[src/rtl/dice_pkg.sv]
// Shared state encoding and face helpers for the dice roll controller.
// Faces run 1..6; 0 blanks the seven-segment decoder.
package dice_pkg;

  typedef enum logic [1:0] {
    IDLE,
    SPIN,
    TUMBLE,
    SHOW
  } state_t;

  localparam logic [2:0] FACE_BLANK = 3'd0;
  localparam logic [2:0] FACE_MIN   = 3'd1;
  localparam logic [2:0] FACE_MAX   = 3'd6;

  function automatic logic [2:0] face_inc(
    input logic [2:0] f
  );
    return (f >= FACE_MAX) ? FACE_MIN : f + 3'd1;
  endfunction

  // f in 1..6, k in 0..5; result wrapped into 1..6
  function automatic logic [2:0] face_sub(
    input logic [2:0] f,
    input logic [2:0] k
  );
    logic [2:0] r;
    r = (f > k) ? f - k : f + 3'd6 - k;
    return r;
  endfunction

endpackage

[src/rtl/button_debouncer.sv]
// Two-flop synchroniser plus stable-count debouncer with
// single-cycle press/release pulses on the debounced level.
module button_debouncer #(
  parameter logic [15:0] DEBOUNCE_CYCLES = 16'd50000
) (
  input  logic clk,
  input  logic rst,
  input  logic i_btn,
  output logic o_press,
  output logic o_release
);

  logic        r_sync1;
  logic        r_sync2;
  logic        r_level;
  logic        r_press;
  logic        r_release;
  logic [15:0] r_cnt;
  logic        w_diff;
  logic        w_flip;

  assign w_diff = r_sync2 ^ r_level;
  assign w_flip = w_diff &&
    (r_cnt == DEBOUNCE_CYCLES - 16'd1);

  always_ff @(posedge clk) begin
    if (rst) begin
      r_sync1   <= 1'b0;
      r_sync2   <= 1'b0;
      r_level   <= 1'b0;
      r_cnt     <= 16'd0;
      r_press   <= 1'b0;
      r_release <= 1'b0;
    end else begin
      r_sync1   <= i_btn;
      r_sync2   <= r_sync1;
      r_cnt     <= (w_diff && !w_flip) ?
                   r_cnt + 16'd1 : 16'd0;
      r_press   <= w_flip && !r_level;
      r_release <= w_flip && r_level;
      if (w_flip) begin
        r_level <= ~r_level;
      end
    end
  end

  assign o_press   = r_press;
  assign o_release = r_release;

endmodule

[src/rtl/dice_roll_controller.sv]
// Button-driven die roll: spin while held, decelerating tumble
// after release, then hold the captured face until next press.
module dice_roll_controller
  import dice_pkg::*;
#(
  parameter logic [15:0] DEBOUNCE_CYCLES = 16'd50000,
  parameter logic [19:0] TICK_CYCLES     = 20'd2500000,
  parameter logic [3:0]  TUMBLE_STEPS    = 4'd5
) (
  input  logic       clk,
  input  logic       rst,
  input  logic       roll_btn,
  output logic [2:0] number,
  output logic       rolling,
  output logic       result_valid,
  output logic       done
);

  localparam logic [23:0] TICK24 = {4'd0, TICK_CYCLES};
  localparam logic [2:0]  TS_MOD =
    3'(TUMBLE_STEPS % 4'd6);

  state_t      r_state;
  state_t      w_state_nxt;
  logic [2:0]  r_number;
  logic [2:0]  w_number_nxt;
  logic [2:0]  r_captured;
  logic [2:0]  w_captured_nxt;
  logic [2:0]  r_dice_cnt;
  logic [23:0] r_tick;
  logic [23:0] w_tick_nxt;
  logic [23:0] r_period;
  logic [23:0] w_period_nxt;
  logic [3:0]  r_step;
  logic [3:0]  w_step_nxt;
  logic        r_done;
  logic        w_done_nxt;
  logic        w_press;
  logic        w_release;

  button_debouncer #(
    .DEBOUNCE_CYCLES(DEBOUNCE_CYCLES)
  ) u_deb (
    .clk      (clk),
    .rst      (rst),
    .i_btn    (roll_btn),
    .o_press  (w_press),
    .o_release(w_release)
  );

  always_ff @(posedge clk) begin
    if (rst) begin
      r_state    <= IDLE;
      r_number   <= FACE_BLANK;
      r_captured <= FACE_MIN;
      r_dice_cnt <= FACE_MIN;
      r_tick     <= 24'd0;
      r_period   <= 24'd0;
      r_step     <= 4'd0;
      r_done     <= 1'b0;
    end else begin
      r_state    <= w_state_nxt;
      r_number   <= w_number_nxt;
      r_captured <= w_captured_nxt;
      r_dice_cnt <= face_inc(r_dice_cnt);
      r_tick     <= w_tick_nxt;
      r_period   <= w_period_nxt;
      r_step     <= w_step_nxt;
      r_done     <= w_done_nxt;
    end
  end

  always_comb begin
    w_state_nxt    = r_state;
    w_number_nxt   = r_number;
    w_captured_nxt = r_captured;
    w_tick_nxt     = r_tick;
    w_period_nxt   = r_period;
    w_step_nxt     = r_step;
    w_done_nxt     = 1'b0;
    unique case (r_state)
      IDLE: begin
        w_number_nxt = FACE_BLANK;
        if (w_press) begin
          w_state_nxt  = SPIN;
          w_tick_nxt   = 24'd0;
          w_number_nxt = r_dice_cnt;
        end
      end
      SPIN: begin
        w_tick_nxt = r_tick + 24'd1;
        if (w_release) begin
          w_state_nxt    = TUMBLE;
          w_captured_nxt = r_dice_cnt;
          w_number_nxt   = face_sub(r_dice_cnt, TS_MOD);
          w_step_nxt     = 4'd1;
          w_tick_nxt     = 24'd0;
          w_period_nxt   = TICK24;
        end else if (r_tick == TICK24 - 24'd1) begin
          w_number_nxt = r_dice_cnt;
          w_tick_nxt   = 24'd0;
        end
      end
      TUMBLE: begin
        w_tick_nxt = r_tick + 24'd1;
        // period accumulates step*TICK_CYCLES
        if (r_tick == r_period - 24'd1) begin
          w_number_nxt = face_inc(r_number);
          w_tick_nxt   = 24'd0;
          w_period_nxt = r_period + TICK24;
          w_step_nxt   = r_step + 4'd1;
          if (r_step == TUMBLE_STEPS) begin
            w_state_nxt  = SHOW;
            w_number_nxt = r_captured;
            w_done_nxt   = 1'b1;
          end
        end
      end
      SHOW: begin
        if (w_press) begin
          w_state_nxt  = SPIN;
          w_tick_nxt   = 24'd0;
          w_number_nxt = r_dice_cnt;
        end
      end
      default: begin
        w_state_nxt  = IDLE;
        w_number_nxt = FACE_BLANK;
      end
    endcase
  end

  assign number       = r_number;
  assign rolling      = (r_state == SPIN) ||
                        (r_state == TUMBLE);
  assign result_valid = (r_state == SHOW);
  assign done         = r_done;

endmodule

[config.mk]
export PLATFORM = sky130hd
export DESIGN_NAME = dice_roll_controller
export DESIGN_NICKNAME = d
export VERILOG_FILES = /design/src/rtl/dice_pkg.sv /design/src/rtl/button_debouncer.sv /design/src/rtl/dice_roll_controller.sv
export SDC_FILE = /design/constraint.sdc
export NUM_CORES = 1
export LEC_CHECK = 0
export BUFFER_PORTS_ARGS = -buffer_cell sky130_fd_sc_hd__buf_2
export CAP_MARGIN = 20
export CORE_AREA = 4 4 104 106
export CTS_CLUSTER_SIZE = 16
export DETAILED_ROUTE_END_ITERATION = 7
export DIE_AREA = 0 0 108 110
export HOLD_SLACK_MARGIN = 0.06
export PLACE_DENSITY = 0.67
export SYNTH_ARGS = -nofsm -noshare
export SYNTH_HDL_FRONTEND = slang
export SYNTH_HIERARCHICAL = 1
export SYNTH_SLANG_ARGS = --single-unit
[constraint.sdc]
create_clock -name clk -period 3 [get_ports clk]
set_input_delay 0.6 -clock clk [delete_from_list [all_inputs] [get_ports clk]]
set_output_delay 0.6 -clock clk [all_outputs]
set_load 0.05 [all_outputs]
* Yosys cells after proc, flatten, opt, wreduce, memory -nomap -nowiden *
Cells that the tools add are included.

word-level totals
  flip-flop bits (word level) = 85
  bits of input ports = 3
  output and inout port bits = 6

operators by class
  add/sub/neg operators = 10
  $lt $le $gt $ge = 3
  equal/unequal tests = 13
  muxes and demuxes = 26
  bitwise operators = 5
  reductions and logical operators = 17

operators by type and width
  kind                      number
  $mux W24                  6
  $pmux W24 S3              1
  $pmux W24 S2              1
  $add A24 B1 Y24 const B   1
  $add A24 B19 Y24 const B  1
  $eq A24 B19 Y1 const B    1
  $eq A24 B24 Y1            1
  $mux W3                   8
  $sub A24 B1 Y24 const B   1
  $add A16 B1 Y16 const B   1
  $eq A16 B16 Y1 const B    1
  $pmux W3 S4               1
  $mux W2                   4
  $mux W4                   2
  $pmux W4 S2               1
  $add A3 B1 Y3 const B     2
  $ge A3 B3 Y1 const B      2
  $ne A2 B1 Y1 const B      3
  $pmux W2 S3               1
  $reduce_and A3 Y1         2
  $reduce_or A2 Y1          3
  $sub A3 B3 Y3 const B     2
  $add A4 B1 Y4 const B     1
  $eq A2 B2 Y1 const B      2
  17 further kinds          25

* Logic depth before layout (Yosys ltp) *
  depth after elaboration = 6
  gate-level depth with buffers = 15
  mapped depth without buffers = 10

* By module *
The synthesis kept the hierarchy.

by module, submodules not included
  module                instances  cells an instance  area each (sq um)  sequential area each (sq um)
  dice_roll_controller  1          493                3942.5             1181.1
  button_debouncer      1          94                 883.3              420.4

* Worst setup path before layout *
Ideal clock, no wire load.

  path type = register to register
  from = reg r_period[5]
  to = reg r_step[3]
  library setup time = 0.070 ns
  arrival time = 3.177 ns
  required time = 2.930 ns
  path slack = -0.247 ns
  cell stages (with the launch flop) = 15
  clock period less this slack = 3.247 ns
  cells stage by stage = dfxtp_1 clkbuf_1 inv_1 ha_1 buf_4 or4b_4 buf_6 a2111oi_2 a21oi_1 o221ai_1 nor4b_4 a31oi_4 buf_6 or4_1 a21oi_1

between the ends
  longest elaborated chain between the ends = 4

ends and longest elaborated chain
  element                             RTL line                     text
  start, declared                     dice_roll_controller.sv:32   logic [23:0] r_period;
  start signal, assigned              dice_roll_controller.sv:67   r_period <= w_period_nxt;
  $sub A24 B1 Y24                     dice_roll_controller.sv:107  if (r_tick == r_period - 24'd1) begin
  $eq A24 B24 Y1                      dice_roll_controller.sv:107
  $ne A2 B2 Y1 (no source line)       n/a
  $reduce_and A3 Y1 (no source line)  n/a
  end signal, assigned                dice_roll_controller.sv:68   r_step <= w_step_nxt;
  end, declared                       dice_roll_controller.sv:34   logic [3:0] r_step;

No other way between the ends.
A chain may end at the register's enable or synchronous reset.

* Final worst setup path *
  from = reg r_period[6]
  to = reg r_period[20]

between the ends
  longest elaborated chain between the ends = 4
  elaborated cells on any way between the ends = 7
  classes of those cells = 2 x add/sub; 2 x eq/ne; 2 x mux; 1 x reduce/logical

ends and longest elaborated chain
  element                             RTL line
  $sub A24 B1 Y24                     dice_roll_controller.sv:107
  $eq A24 B24 Y1                      dice_roll_controller.sv:107
  $ne A2 B2 Y1 (no source line)       n/a
  $reduce_and A3 Y1 (no source line)  n/a

Several ways; a longest one is shown, not always the timed one. The select of a mux whose other input is x is not followed.

==> out/metrics.cfg <==
[sta]
fin_crit_ns=2.95
setup-violations-final=0
clock.fmax_mhz=339
rsz0062_at_grt=true
skew_ns=0.0152
hold_slack_ns=0.441
finalHoldViolations=0
slew_headroom_pct=61.7
slew_violations=0
setup_ws_ns=0.0514
worstMarginPinSlew_ns=0.574
min_period_over_period_pct=98.3

[flow_run]
drv_cap=0

[clock_tree]
worstSkewPairLatency_ns=0.37
h-tree-depth=3
cts.sink_count=80
cts_max_path_buffers=2
cts-root-buf=clkbuf_8
path_clk_slew_ns=0.09
cts_buffers=9
ctsHoldBuffers=0
cts_tree=built

[worst_setup_path]
worstPathRequired_ns=3.29
r2r_start=r_period[6]
worstPathMaxFanout=14
end_kind=register
r2r_end=r_period[20]
reg2reg_slack_ns=0.05
rr_worst_depth=9
worstSetupPathType=reg -> reg
cp-startpoint=r_period[6]
critPathArrivalTime_ns=3.24
cp-start-kind=register

[yosys]
yosysTopAreaCell=dfxtp_1
ys_types=67
syn_area_per_cell_sq_um=8.22
synth_xor_xnor_area_share_pct=10.5
syn_inst=587
synth_mux_area_share_pct=1.76
synthAdderAreaFrac_pct=4.41
synth_top_family_by_area=simple AND/OR/NAND/NOR gates
synth_flop_cell=dfxtp_1
synth_compound_area_share_pct=15.3
ys_seq_area_share_pct=33.2
syn-num-nets=607
synth_simple_gate_area_share_pct=29.9
ys_async_sr_fraction_pct=0
yosys.area.top_type_share_pct=33.2
yosysMostFrequentCell=dfxtp_1
ys_ff_latch=80
yosysWarnings=6
synth_common_cells=dfxtp_1 (80), nor2_1 (64), nand2_1 (39), a21oi_1 (33), xor2_1 (33)
syn_area_sq_mm=0.00483
synth_area_leaders=dfxtp_1 (33%), xor2_1 (6.0%), nor2_1 (5.0%)
synth_edf_count=0

[place]
gp_routability_congestion=0.897
dpl.hpwl_mm=7.99
pre_cts_ws_ns=-0.102
dp_cells=728
portBuffers=8

[outcome]
outcome=finished, final reports clean

[drt]
drc=0
drt-pass1-iter-count=6
drt-vias-per-instance=5.80
wl_per_cell_um=15.1
final_antenna_net_count=0
routed_wl_mm=11.4
dr.first_iter.drc_count=257
via_count=4368

[floorplan]
die_x_um=108
core_sq_mm=0.00977
start_util_pct=49.4
dieHeight_um=110
io_pins=9
rows=36
dieArea_sq_mm=0.0119

[min_path]
hp-start=roll_btn
hold_class=in -> reg
hold_end=u_deb/r_sync1
whs_path_depth=2

[finish]
fin_util_pct=57.3
fillerInstances=912
syn_to_final_growth_pct=16.0
antenna_cells=0
stdcell_count=753
fin_nets=635
drive_gt1_share_pct=16.6

[pwr]
power_density_mw_per_mm2=384
max-vdd-ir-drop_mv=0.327
total_power_mw=2.15
leakage_nw=2.05

[global_route]
grt_use_total_pct=19.7
grt.met2_usage_pct=33.6
grt_pass1_wl_mm=19.0
antenna_found_initial=0
grt_busiest_layer=met2
grt_pass1_vias=4073
grt.overflow.total=0
grt_max_degree=41
met1_usage_pct=25.0
grtUsageMet3_pct=3.49

metrics by stage:
| stage | setup TNS [ns] | cell area [sq um] |
|---|---|---|
| floorplan | -0.114 | 4890 |
| global placement | 0 | 5200 |
| detailed placement | -0.938 | 5200 |
| CTS | -0.0131 | 5460 |
| global route | -0.954 | 5600 |
| finish | 0 | 5600 |
cells in the final DEF, fill, tap and decap left out, types with 4 or more instances in the layout:
master and count:
xor2_1 33, nand2_1 39, or4_4 5, or3_1 4, nor4b_1 6, dfxtp_1 78, a31oi_4 4, a21oi_1 32
and2_1 8, nor2_1 62, xnor2_1 25, or4_1 16, ha_1 16, buf_2 8, and3_1 6, nand3_1 24
nand2b_1 8, and4_1 4, nor2b_1 6, nor4_1 7, nor3_1 22, mux2i_1 6, inv_1 17, buf_4 37
o21ai_0 20, a31oi_1 9, clkbuf_8 9, nand4_1 19, o31ai_1 20
timing repair:
| action | 4_1_cts | 5_1_grt |
|---|---|---|
| pin swaps | 2 | 5 |
| hold endpoints to repair | 0 | 0 |
| gates resized for setup | 3 | 13 |
| buffers inserted | 2 | 4 |
| endpoints found under the setup margin | 19 | 46 |
| gates cloned | 1 | 1 |
registers in the layout (all words and copies together), names as in the netlist:
signal           cells
u_deb/r_level        1
r_captured           3
r_dice_cnt           3
u_deb/o_release      1
u_deb/r_cnt         16
u_deb/o_press        1
number               3
r_period            19
r_step               4
r_tick              24
done                 1
u_deb/r_sync2        1
r_state              2
u_deb/r_sync1        1
layout make-up:
type                       instances  area (sq um)  area share (%)
timing repair buffer              49           397            7.08
inverter                          19          73.8            1.32
clock inverter                     7          85.1            1.52
multi-input combinational        456          3150            56.2
clock buffer                       9           124            2.21
sequential                        80          1600            28.6
tap                              133           166            2.97
kinds of logic (layout without fill, tap and decap cells):
group / count (synthesis) / in the layout
DFF: 80 / 80
muxes: 8 / 8
xor gates and xnor gates: 58 / 58
AOI/OAI and AO/OA: 112 / 114
and+or+nand+nor: 259 / 259
adders and majority gates: 17 / 17
buffers and inverters: 53 / 84
where the power goes:
| group | switching, mW | internal (mW) | leakage, nW | total [mW] |
|---|---|---|---|---|
| Sequential | 0.0169 | 1.07 | 0.646 | 1.09 |
| Combinational | 0.127 | 0.0807 | 1.30 | 0.208 |
| Clock | 0.450 | 0.402 | 0.107 | 0.853 |
| Total | 0.595 | 1.56 | 2.05 | 2.15 |
worst max path at each step:
| stage | end | slack [ns] | depth (start not counted) |
|---|---|---|---|
| final | r_period[20] | 0.05 | 9 |
| after global placement | r_period[15] | 0.03 | 11 |
| after floorplan | r_period[9] | -0.06 | 14 |
| after CTS | r_period[11] | -0.01 | 12 |
| after detailed placement | r_period[11] | -0.10 | 11 |
| after global routing | r_period[9] | -0.1 | 11 |
worst max-delay path: stages (launching register included):
cell and delay, ns:
dfxtp_2 0.34, inv_2 0.06, ha_4 0.13, or4b_4 0.54, or4_4 0.59, a21oi_4 0.27
a31oi_4 0.24, buf_4 0.20, or4_1 0.39, a21oi_1 0.12
metal layers:
layer,share of wire [%],up-vias,wire [um]
li1,-,2184,-
met1,46,2077,5180
met2,48,91,5520
met3,4.2,16,478
met4,1.8,0,205
met5,0,-,0
Note: power is estimated with default switching activity, not from simulation.
